`src/rtl/seq_mul_pipe_if.sv`:
```
// rtl/seq_mul_pipe_if.sv - operand/result handshake bundle for seq_mul_pipe
interface seq_mul_pipe_if #(
    parameter int WIDTH = 8,
    parameter int STEP  = 1
);
    localparam int CW = $clog2(WIDTH / STEP + 2);

    logic                 in_valid;
    logic                 in_ready;
    logic [WIDTH-1:0]     a;
    logic [WIDTH-1:0]     b;
    logic                 out_valid;
    logic                 out_ready;
    logic [2*WIDTH-1:0]   o;
    logic                 busy;
    logic [CW-1:0]        lat;

    // Producer/consumer side: issues operands and accepts results
    modport master (
        output in_valid, a, b, out_ready,
        input  in_ready, out_valid, o, busy, lat
    );

    // Multiplier side
    modport slave (
        input  in_valid, a, b, out_ready,
        output in_ready, out_valid, o, busy, lat
    );
endinterface

```
`src/rtl/seq_mul_pipe.sv`:
```
// rtl/seq_mul_pipe.sv - sequential shift-and-add multiplier, STEP bits/cycle; SEQ_MUL_CT_TIME_EN selects fixed latency
module seq_mul_pipe #(
    parameter int WIDTH = 8,
    parameter int STEP  = 1
) (
    input  logic          clk,
    input  logic          rst,
    seq_mul_pipe_if.slave bus
);
    localparam int CW = $clog2(WIDTH / STEP + 2);
    localparam int SL = $clog2(STEP);
`ifdef SEQ_MUL_CT_TIME_EN
    localparam logic [CW-1:0] LAST_CNT = CW'(WIDTH / STEP - 1);
`endif

    typedef enum logic [1:0] {
        S_IDLE = 2'd0,
        S_RUN  = 2'd1,
        S_DONE = 2'd2
    } state_t;

    state_t               r_state;
    state_t               w_next;
    logic [WIDTH-1:0]     r_a;
    logic [WIDTH-1:0]     r_b;
    logic [2*WIDTH-1:0]   r_acc;
    logic [CW-1:0]        r_cnt;
    logic [CW-1:0]        r_lat;
    logic                 w_iter;
    logic [2*WIDTH-1:0]   w_pp;
    logic [2*WIDTH-1:0]   w_add;
    logic [CW+1:0]        w_shamt;

    // Partial product of the low STEP multiplier bits, placed at bit cnt*STEP.
    // STEP is a power of two, so the multiply by STEP is a left shift.
    assign w_pp    = {{WIDTH{1'b0}}, r_a} * {{(2*WIDTH-STEP){1'b0}}, r_b[STEP-1:0]};
    assign w_shamt = {2'b00, r_cnt} << SL;
    assign w_add   = w_pp << w_shamt;

    // State register
    always_ff @(posedge clk) begin
        if (rst) begin
            r_state <= S_IDLE;
        end else begin
            r_state <= w_next;
        end
    end

    // Next state and iterate enable
    always_comb begin
        w_next = r_state;
        w_iter = 1'b0;
        case (r_state)
            S_IDLE: begin
                if (bus.in_valid) begin
                    w_next = S_RUN;
                end
            end
            S_RUN: begin
`ifdef SEQ_MUL_CT_TIME_EN
                // Operand-independent: always WIDTH/STEP iterations
                w_iter = 1'b1;
                if (r_cnt == LAST_CNT) begin
                    w_next = S_DONE;
                end
`else
                // Stop once no set multiplier bits remain (or multiplicand is zero);
                // the check itself costs one RUN cycle.
                if ((r_a == '0) || (r_b == '0)) begin
                    w_next = S_DONE;
                end else begin
                    w_iter = 1'b1;
                end
`endif
            end
            S_DONE: begin
                if (bus.out_ready) begin
                    w_next = S_IDLE;
                end
            end
            default: begin
                w_next = S_IDLE;
            end
        endcase
    end

    // Operand latch, accumulate, shift and cycle accounting
    always_ff @(posedge clk) begin
        if (rst) begin
            r_a   <= '0;
            r_b   <= '0;
            r_acc <= '0;
            r_cnt <= '0;
            r_lat <= '0;
        end else begin
            case (r_state)
                S_IDLE: begin
                    if (bus.in_valid) begin
                        r_a   <= bus.a;
                        r_b   <= bus.b;
                        r_acc <= '0;
                        r_cnt <= '0;
                        r_lat <= '0;
                    end
                end
                S_RUN: begin
                    r_lat <= r_lat + CW'(1);
                    if (w_iter) begin
                        r_acc <= r_acc + w_add;
                        r_b   <= r_b >> STEP;
                        r_cnt <= r_cnt + CW'(1);
                    end
                end
                default: begin
                end
            endcase
        end
    end

    // Outputs decode purely from registers
    assign bus.in_ready  = (r_state == S_IDLE);
    assign bus.out_valid = (r_state == S_DONE);
    assign bus.busy      = (r_state == S_RUN);
    assign bus.o         = r_acc;
    assign bus.lat       = r_lat;
endmodule

```
`src/flat_wrapper.sv`:
```
// flat-port wrapper written by rule: the top's interface ports become plain ports
module seq_mul_pipe_flat 
#(
    parameter int WIDTH = 8,
    parameter int STEP  = 1
)
  (clk, rst, bus_in_valid, bus_a, bus_b, bus_out_ready, bus_in_ready, bus_out_valid, bus_o, bus_busy, bus_lat);
  seq_mul_pipe_if #(.WIDTH(WIDTH), .STEP(STEP)) bus_i ();
  input  logic clk;
  input  logic rst;
  input wire logic [$bits(bus_i.in_valid)-1:0] bus_in_valid;
  input wire logic [$bits(bus_i.a)-1:0] bus_a;
  input wire logic [$bits(bus_i.b)-1:0] bus_b;
  input wire logic [$bits(bus_i.out_ready)-1:0] bus_out_ready;
  output wire logic [$bits(bus_i.in_ready)-1:0] bus_in_ready;
  output wire logic [$bits(bus_i.out_valid)-1:0] bus_out_valid;
  output wire logic [$bits(bus_i.o)-1:0] bus_o;
  output wire logic [$bits(bus_i.busy)-1:0] bus_busy;
  output wire logic [$bits(bus_i.lat)-1:0] bus_lat;
  assign bus_i.in_valid = bus_in_valid;
  assign bus_i.a = bus_a;
  assign bus_i.b = bus_b;
  assign bus_i.out_ready = bus_out_ready;
  assign bus_in_ready = bus_i.in_ready;
  assign bus_out_valid = bus_i.out_valid;
  assign bus_o = bus_i.o;
  assign bus_busy = bus_i.busy;
  assign bus_lat = bus_i.lat;
  seq_mul_pipe #(.WIDTH(WIDTH), .STEP(STEP)) u_core (.clk(clk), .rst(rst), .bus(bus_i));
endmodule
```
`config.mk`:
```
export PLATFORM = sky130hd
export DESIGN_NAME = seq_mul_pipe_flat
export DESIGN_NICKNAME = d
export VERILOG_FILES = /design/src/rtl/seq_mul_pipe_if.sv /design/src/rtl/seq_mul_pipe.sv /design/src/flat_wrapper.sv
export SDC_FILE = /design/constraint.sdc
export NUM_CORES = 1
export LEC_CHECK = 0
export ABC_AREA = 1
export CAP_MARGIN = 20
export CORE_MARGIN = 2
export CORE_UTILIZATION = 50
export DETAILED_ROUTE_END_ITERATION = 12
export PLACE_DENSITY = 0.81
export SLEW_MARGIN = 20
export SYNTH_ARGS = -nofsm -noshare
export SYNTH_HDL_FRONTEND = slang
export SYNTH_SLANG_ARGS = --single-unit
```
`constraint.sdc`:
```
create_clock -name clk -period 2.6 [get_ports clk]
set_input_delay 0.26 -clock clk [delete_from_list [all_inputs] [get_ports clk]]
set_output_delay 0.26 -clock clk [all_outputs]
set_load 0.05 [all_outputs]
```
==> results of run 1 <==
-- cells by family (layout without fill, tap and decap cells) --
kind of cell / after synthesis / in the layout / share of synthesized area [%]
XOR/XNOR: 1 / 1 / 0.2984
AND/OR/NAND/NOR: 222 / 222 / 32.69
flip-flops: 42 / 42 / 28.64
adder cells (fa/ha/maj): 18 / 18 / 7.928
buffers and inverters: 61 / 128 / 8.824
AO/OA/AOI/OAI: 117 / 117 / 21.61
-- synth_stat cells --
library cell and n:
buf_4 1, inv_4 3, nand3_1 47, a31oi_1 4, a211oi_1 1, nand4_1 3
nor3_1 6, inv_1 37, a21oi_1 53, buf_6 2, ha_1 17, o21bai_1 3
nor3_4 1, clkbuf_1 10, fa_1 1, a211oi_2 1, nor2_1 63, o22ai_1 3
dfxtp_1 42, a32oi_1 1, nand2_1 98, nand3b_1 2, xnor2_1 1, nand2_8 1
o221ai_1 1, buf_1 2, o21ai_0 45, clkinv_1 1, buf_2 3, a221oi_1 2
a21o_1 3, nor2_8 1, inv_2 2
-- sequential cells by signal, indices dropped and copies added (netlist names) --
| signal | count |
|---|---|
| u_core.bus.lat | 4 |
| u_core.bus.o | 16 |
| u_core.r_a | 8 |
| u_core.r_b | 8 |
| u_core.r_cnt | 4 |
| u_core.r_state | 2 |
-- repair_timing --
action,in CTS,in global routing
hold buffers,0,0
setup endpoints to repair,9,12
buffers inserted,0,7
pin swaps,1,26
cloned,0,1
resized for setup,10,62
-- worst min-delay path: stages, from the launching register on --
cell,delay (ps)
dfxtp_1,320
nand2_1,60
a21oi_1,50
-- layer usage --
layer	part of all wire [%]	vias up	track usage (%)
met3	7.0	27	5.843
met4	2.7	0	8.814
met2	48	153	44.58
met1	43	1571	34.34
met5	0	-	0
li1	-	1689	-
-- worst paths after layout --
path / endpoint / cells after the start / from
worst min-delay path: u_core.r_b[7]$_SDFFE_PP0P_ / 2 / u_core.r_b[7]$_SDFFE_PP0P_
worst max register to register: u_core.bus.o[14]$_SDFFE_PP0P_ / 16 / u_core.r_cnt[0]$_SDFFE_PP0P_
worst max-delay path: u_core.bus.o[14]$_SDFFE_PP0P_ / 16 / u_core.r_cnt[0]$_SDFFE_PP0P_
worst min register to register: u_core.r_b[7]$_SDFFE_PP0P_ / 2 / u_core.r_b[7]$_SDFFE_PP0P_
-- power by group through the flow --
stage               clock network (mW)  logic (mW)  registers [mW]
finish                           0.641       0.878           0.783
global route                     0.669       0.951           0.790
CTS                              0.646       0.791           0.771
detailed placement                   0       0.780           0.783
global placement                     0       0.762           0.779
floorplan                            0       0.477           0.831
-- final cells by class --
cell class	count	area [sq um]
clock buffers	5	68.82
clock inverters	3	68.82
fillers	446	1546
inverters	43	171.4
multi-input cells	358	2064
flip-flops and latches	42	847.1
well taps	72	90.09
repair buffers	77	716.9
==> metrics.md, run 1 <==
| Metric | Value |
|---|---|
| Internal Power | 1.423 mW |
| Largest net degree at the start of global routing | 28 |
| Area delta synth->final | 37.21% |
| DP Wirelength | 6165 um |
| Wire per inst | 15.09 um |
| Layout cell share with drive strength beyond 1 | 20.08% |
| Final setup violation count | 0 |
| P_leak | 1.740 nW |
| Drt first-iter violations | 327 |
| Clk network pwr share | 27.8% |
| Syn Inst Count | 461 |
| All-Layer GR Usage | 26.83% |
| Min Tclk post-route | 2514 ps |
| Max H-tree Level | 2 |
| WP data required | 2830 ps |
| Worst setup EP type | flip-flop |
| Worst Skew | 11.14 ps |
| Root Driver | clkbuf_8 |
| Wire length of the first global-routing pass | 13660 um |
| CTS Buf Count | 5 |
| Setup CP Type | reg2reg |
| Switching share of power | 38.20% |
| Final Max Tran Viols | 0 |
| Yosys reg bits | 42 |
| Reg power frac | 34.0% |
| Final net count | 565 |
| Commonest non-fill, non-tap cell in the layout | nand2_1 |
| Starting density of the core | 52.66% |
| Die Y | 80.62 um |
| Chip width | 80.62 um |
| VDD IR max | 0.0004714 V |
| Maximum achievable frequency | 0.3978 GHz |
| Yosys cell types | 33 |
| Core Box Area | 0.005574 sq mm |
| Worst Path Max Fanout | 8 |
| DP Area | 0.003571 sq mm |
| Final core utilization | 72.26% |
| Vias/cell | 5.733 |
| GP Congestion | 1.005 |
| Setup TNS | 0 ps |
| Syn avg cell area | 6.367 sq um |
| Post-route cell area | 0.004028 sq mm |
| Slowest cell on crit path | dfxtp_2 |
| Slack of the critical path | 86.14 ps |
| Fin crit share | 96.69% |
| I/O pin total | 43 |
| GRT overflow | 0 |
| Sequential element share of the synthesized area | 28.64% |
| Setup slack, reg-to-reg | 90 ps |
| DIE AREA | 0.006500 sq mm |
| Clock tree buffer depth | 2 |
| Drt drc | 0 |
| MaxCap Viol Count | 0 |
| Clock slew at reported path FFs | 90 ps |
| Startpoint Class | flip-flop |
| WL final | 9051 um |
| Status | finished, final reports clean |
| Psw | 0.8793 mW |
| Later-pin clock latency in the skew report | 310 ps |
| Hold crit path type | reg2reg |
| Port Buf Inserts | 42 |
| Hold WS | 475.5 ps |
| Least-Margin Pin Slew | 529.6 ps |
| Synth top area share | 28.64% |
| Comb pwr share | 38.1% |
| Slew headroom | 64.61% |
| Cell family with most CP delay | simple AND/OR/NAND/NOR gates |
| Largest area contributor in the netlist | dfxtp_1 |
| # diodes | 0 |
| Post-Place Cells | 584 |
| Hold Violations, Final | 0 |
| Worst path bufs/invs | 3 |
| CP Cell Sequence | buf_6, nand3_1, nand2_2, nand3_2, nor2_2, inv_1, fa_2, inv_1, nand3_1, nand2_2, nand2_1, nand2_2, nand3b_1, nand3b_1, nand3_1, a21oi_1 |
| Layout Cells excl Fill | 600 |
| Largest stage delay, worst path | 380 ps |
| Area contributors post-synth | dfxtp_1, nand2_1, a21oi_1 |
| Total power | 2.302 mW |
| RSZ-0062 raised after global routing | yes |
| Post-DRT Antenna Nets | 0 |
| Vias | 3440 |
| Pre-Repair DR Iteration Count | 8 |
| Net Count, Synth | 499 |
| Pre-CTS setup slack | -103.5 ps |
| Initial antenna violation count | 0 |
| Mapped Area | 0.002935 sq mm |
| Critical Path AT | 2750 ps |
| # rows | 27 |
| PD cells | 571.5 mW/mm^2 |
| Syn. warnings | 0 |
| Commonest non-fill, non-tap cells in the layout | nand2_1, nor2_1, a21oi_1 |
| Num Clock Sinks | 42 |
| Vias in the first global route | 3058 |
| CTS tree | yes |
(Power assumes the default switching activity.)
==> inputs of run 2 (changes only) <==
RECOVER_POWER = 25   (was unset)
==> metrics.md, run 2 (synthesis results as in run 1) <==
| Metric | Value |
|---|---|
| Status | finished, final reports clean |
| Chip width | 80.62 um (unchanged) |
| Multi-input gate area | 0.002064 sq mm (unchanged) |
| Fillers | 446 (unchanged) |
| DIE AREA | 0.006500 sq mm (unchanged) |
| Worst Path Max Fanout | 8 (unchanged) |
| Setup CP Type | reg2reg |
| Num Clock Sinks | 42 (unchanged) |
| Slowest cell on crit path | dfxtp_2 |
| CP Cell Sequence | buf_6, nand3_1, nand2_2, nand3_2, nor2_2, inv_1, fa_2, inv_1, nand3_1, nand2_2, nand2_1, nand2_2, nand3b_1, nand3b_1, nand3_1, a21oi_1 |
| Drt drc | 0 (unchanged) |
| Vias | 3455 (+0.44%) |
| Vias in the first global route | 3058 (unchanged) |
| Psw | 0.8802 mW (+0.10%) |
| VDD IR max | 0.0004705 V (-0.20%) |
| CTS tree | yes |
| Slew headroom | 64.91% (+0.31 points) |
| Sequential cell area | 847.1 sq um (unchanged) |
| Fin crit share | 96.86% (+0.17 points) |
| PD cells | 571.7 mW/mm^2 (about the same) |
| Wire length of the first global-routing pass | 13660 um (unchanged) |
| Drt first-iter violations | 325 (-0.61%) |
| I/O pin total | 43 (unchanged) |
| Vias/cell | 5.758 (+0.44%) |
| Hold crit path type | reg2reg |
| Commonest non-fill, non-tap cell in the layout | nand2_1 |
| GRT overflow | 0 (unchanged) |
| Port Buf Inserts | 42 (unchanged) |
| # rows | 27 (unchanged) |
| Area delta synth->final | 37.21% (unchanged) |
| Switching share of power | 38.23% (about the same) |
| DP Wirelength | 6165 um (unchanged) |
| Hold Violations, Final | 0 (unchanged) |
| Worst setup EP type | flip-flop |
| GP Congestion | 1.005 (unchanged) |
| Hold WS | 475.3 ps (-0.2020 ps) |
| Wire per inst | 15.14 um (+0.34%) |
| CTS Buf Count | 5 (unchanged) |
| Pre-Repair DR Iteration Count | 5 (-3) |
| Cell family with most CP delay | simple AND/OR/NAND/NOR gates |
| Root Driver | clkbuf_8 |
| Worst Skew | 11.45 ps (+0.3111 ps) |
| Worst path bufs/invs | 3 (unchanged) |
| P_leak | 1.742 nW (about the same) |
| Die Y | 80.62 um (unchanged) |
| Maximum achievable frequency | 0.3971 GHz (-0.17%) |
| Reg power frac | 34.0% (about the same) |
| # diodes | 0 (unchanged) |
| Clock tree buffer depth | 2 (unchanged) |
| Final Max Tran Viols | 0 (unchanged) |
| Clk network pwr share | 27.8% (about the same) |
| MaxCap Viol Count | 0 (unchanged) |
| WL final | 9082 um (+0.34%) |
| All-Layer GR Usage | 26.83% (unchanged) |
| Post-DRT Antenna Nets | 0 (unchanged) |
| Starting density of the core | 52.66% (unchanged) |
| Later-pin clock latency in the skew report | 310 ps (about the same) |
| Max H-tree Level | 2 (unchanged) |
| Comb pwr share | 38.2% (about the same) |
| WP data required | 2830 ps (about the same) |
| Layout cell share with drive strength beyond 1 | 19.89% (-0.19 points) |
| Core Box Area | 0.005574 sq mm (unchanged) |
| RSZ-0062 raised after global routing | yes |
| Largest net degree at the start of global routing | 28 (unchanged) |
| Final setup violation count | 0 (unchanged) |
| Least-Margin Pin Slew | 525.7 ps (-3.882 ps) |
| Startpoint Class | flip-flop |
| Internal Power | 1.422 mW (about the same) |
| Initial antenna violation count | 0 (unchanged) |
| Commonest non-fill, non-tap cells in the layout | nand2_1, nor2_1, a21oi_1 |
| Min Tclk post-route | 2518 ps (+4.385 ps) |
| Critical Path AT | 2750 ps (about the same) |
| Largest stage delay, worst path | 380 ps (about the same) |
| Final net count | 565 (unchanged) |
| Largest register FFs | 16 (unchanged) |
| Total power | 2.302 mW (about the same) |
| Clock slew at reported path FFs | 90 ps (about the same) |
-- run 2: cell counts in the layout (fill, tap and decap cells not counted) --
No cell type changed its count.
-- run 2: path summary, 6_finish.rpt --
path	startpoint	to	slack, ps	cells past startpoint
hold reg to reg	u_core.r_b[7]$_SDFFE_PP0P_	u_core.r_b[7]$_SDFFE_PP0P_	480	2
setup reg to reg	u_core.r_cnt[0]$_SDFFE_PP0P_	u_core.bus.o[14]$_SDFFE_PP0P_	80	16
setup / recovery	u_core.r_cnt[0]$_SDFFE_PP0P_	u_core.bus.o[14]$_SDFFE_PP0P_	80	16
hold / removal	u_core.r_b[7]$_SDFFE_PP0P_	u_core.r_b[7]$_SDFFE_PP0P_	480	2
-- run 2: area by class of cell --
class / instances / share of cell area, %
inverters: 43 / 4.256
repair buffers: 77 / 17.80
flip-flops and latches: 42 / 21.03
multi-input cells: 358 / 51.26
clock buffers: 5 / 1.709
well taps: 72 / 2.237
clock inverters: 3 / 1.709
-- run 2: worst register-to-register path, cell delays in order, from the launching register on --
cell and delay, ps:
dfxtp_2 380, buf_6 160, nand3_1 130, nand2_2 130, nand3_2 110, nor2_2 150
inv_1 80, fa_2 370, inv_1 90, nand3_1 90, nand2_2 120, nand2_1 70
nand2_2 100, nand3b_1 150, nand3b_1 120, nand3_1 70, a21oi_1 130
-- run 2: metrics by stage --
step           cell area (sq um)  cells  setup TNS (ps)  utilization, %  setup slack, ps
6_report                    4028    600               0           72.26            81.76
4_1_cts                     3732    592               0           66.96            1.804
5_1_grt                     4028    600          -428.5           72.26           -94.95
3_5_place_dp                3571    584          -277.9           64.06           -103.5
3_3_place_gp                3571    584          -69.17           64.06           -39.96
2_1_floorplan               2935    461               0               -            87.42
-- run 2: repair_timing --
action / CTS / global route
hold buffers: 0 / 0
setup endpoints to repair: 9 / 12
setup buffers: 0 / 7
resized for setup: 10 / 62
cloned: 0 / 1
pin swaps: 1 / 26
-- run 2: metal layers --
layer	vias up	global-route usage (%)	wire, um
met3	27	5.843	588
met2	155	44.58	4294
met1	1586	34.34	3943
met5	-	0	0
li1	1687	-	-
met4	0	8.814	255
-- run 2: power groups by stage --
stage | Sequential, mW | Clock, mW | Combinational (mW)
6_report | 0.783 | 0.640 | 0.879
5_1_grt | 0.790 | 0.669 | 0.950
4_1_cts | 0.771 | 0.646 | 0.791
3_5_place_dp | 0.783 | 0 | 0.780
3_3_place_gp | 0.779 | 0 | 0.762
2_1_floorplan | 0.831 | 0 | 0.477
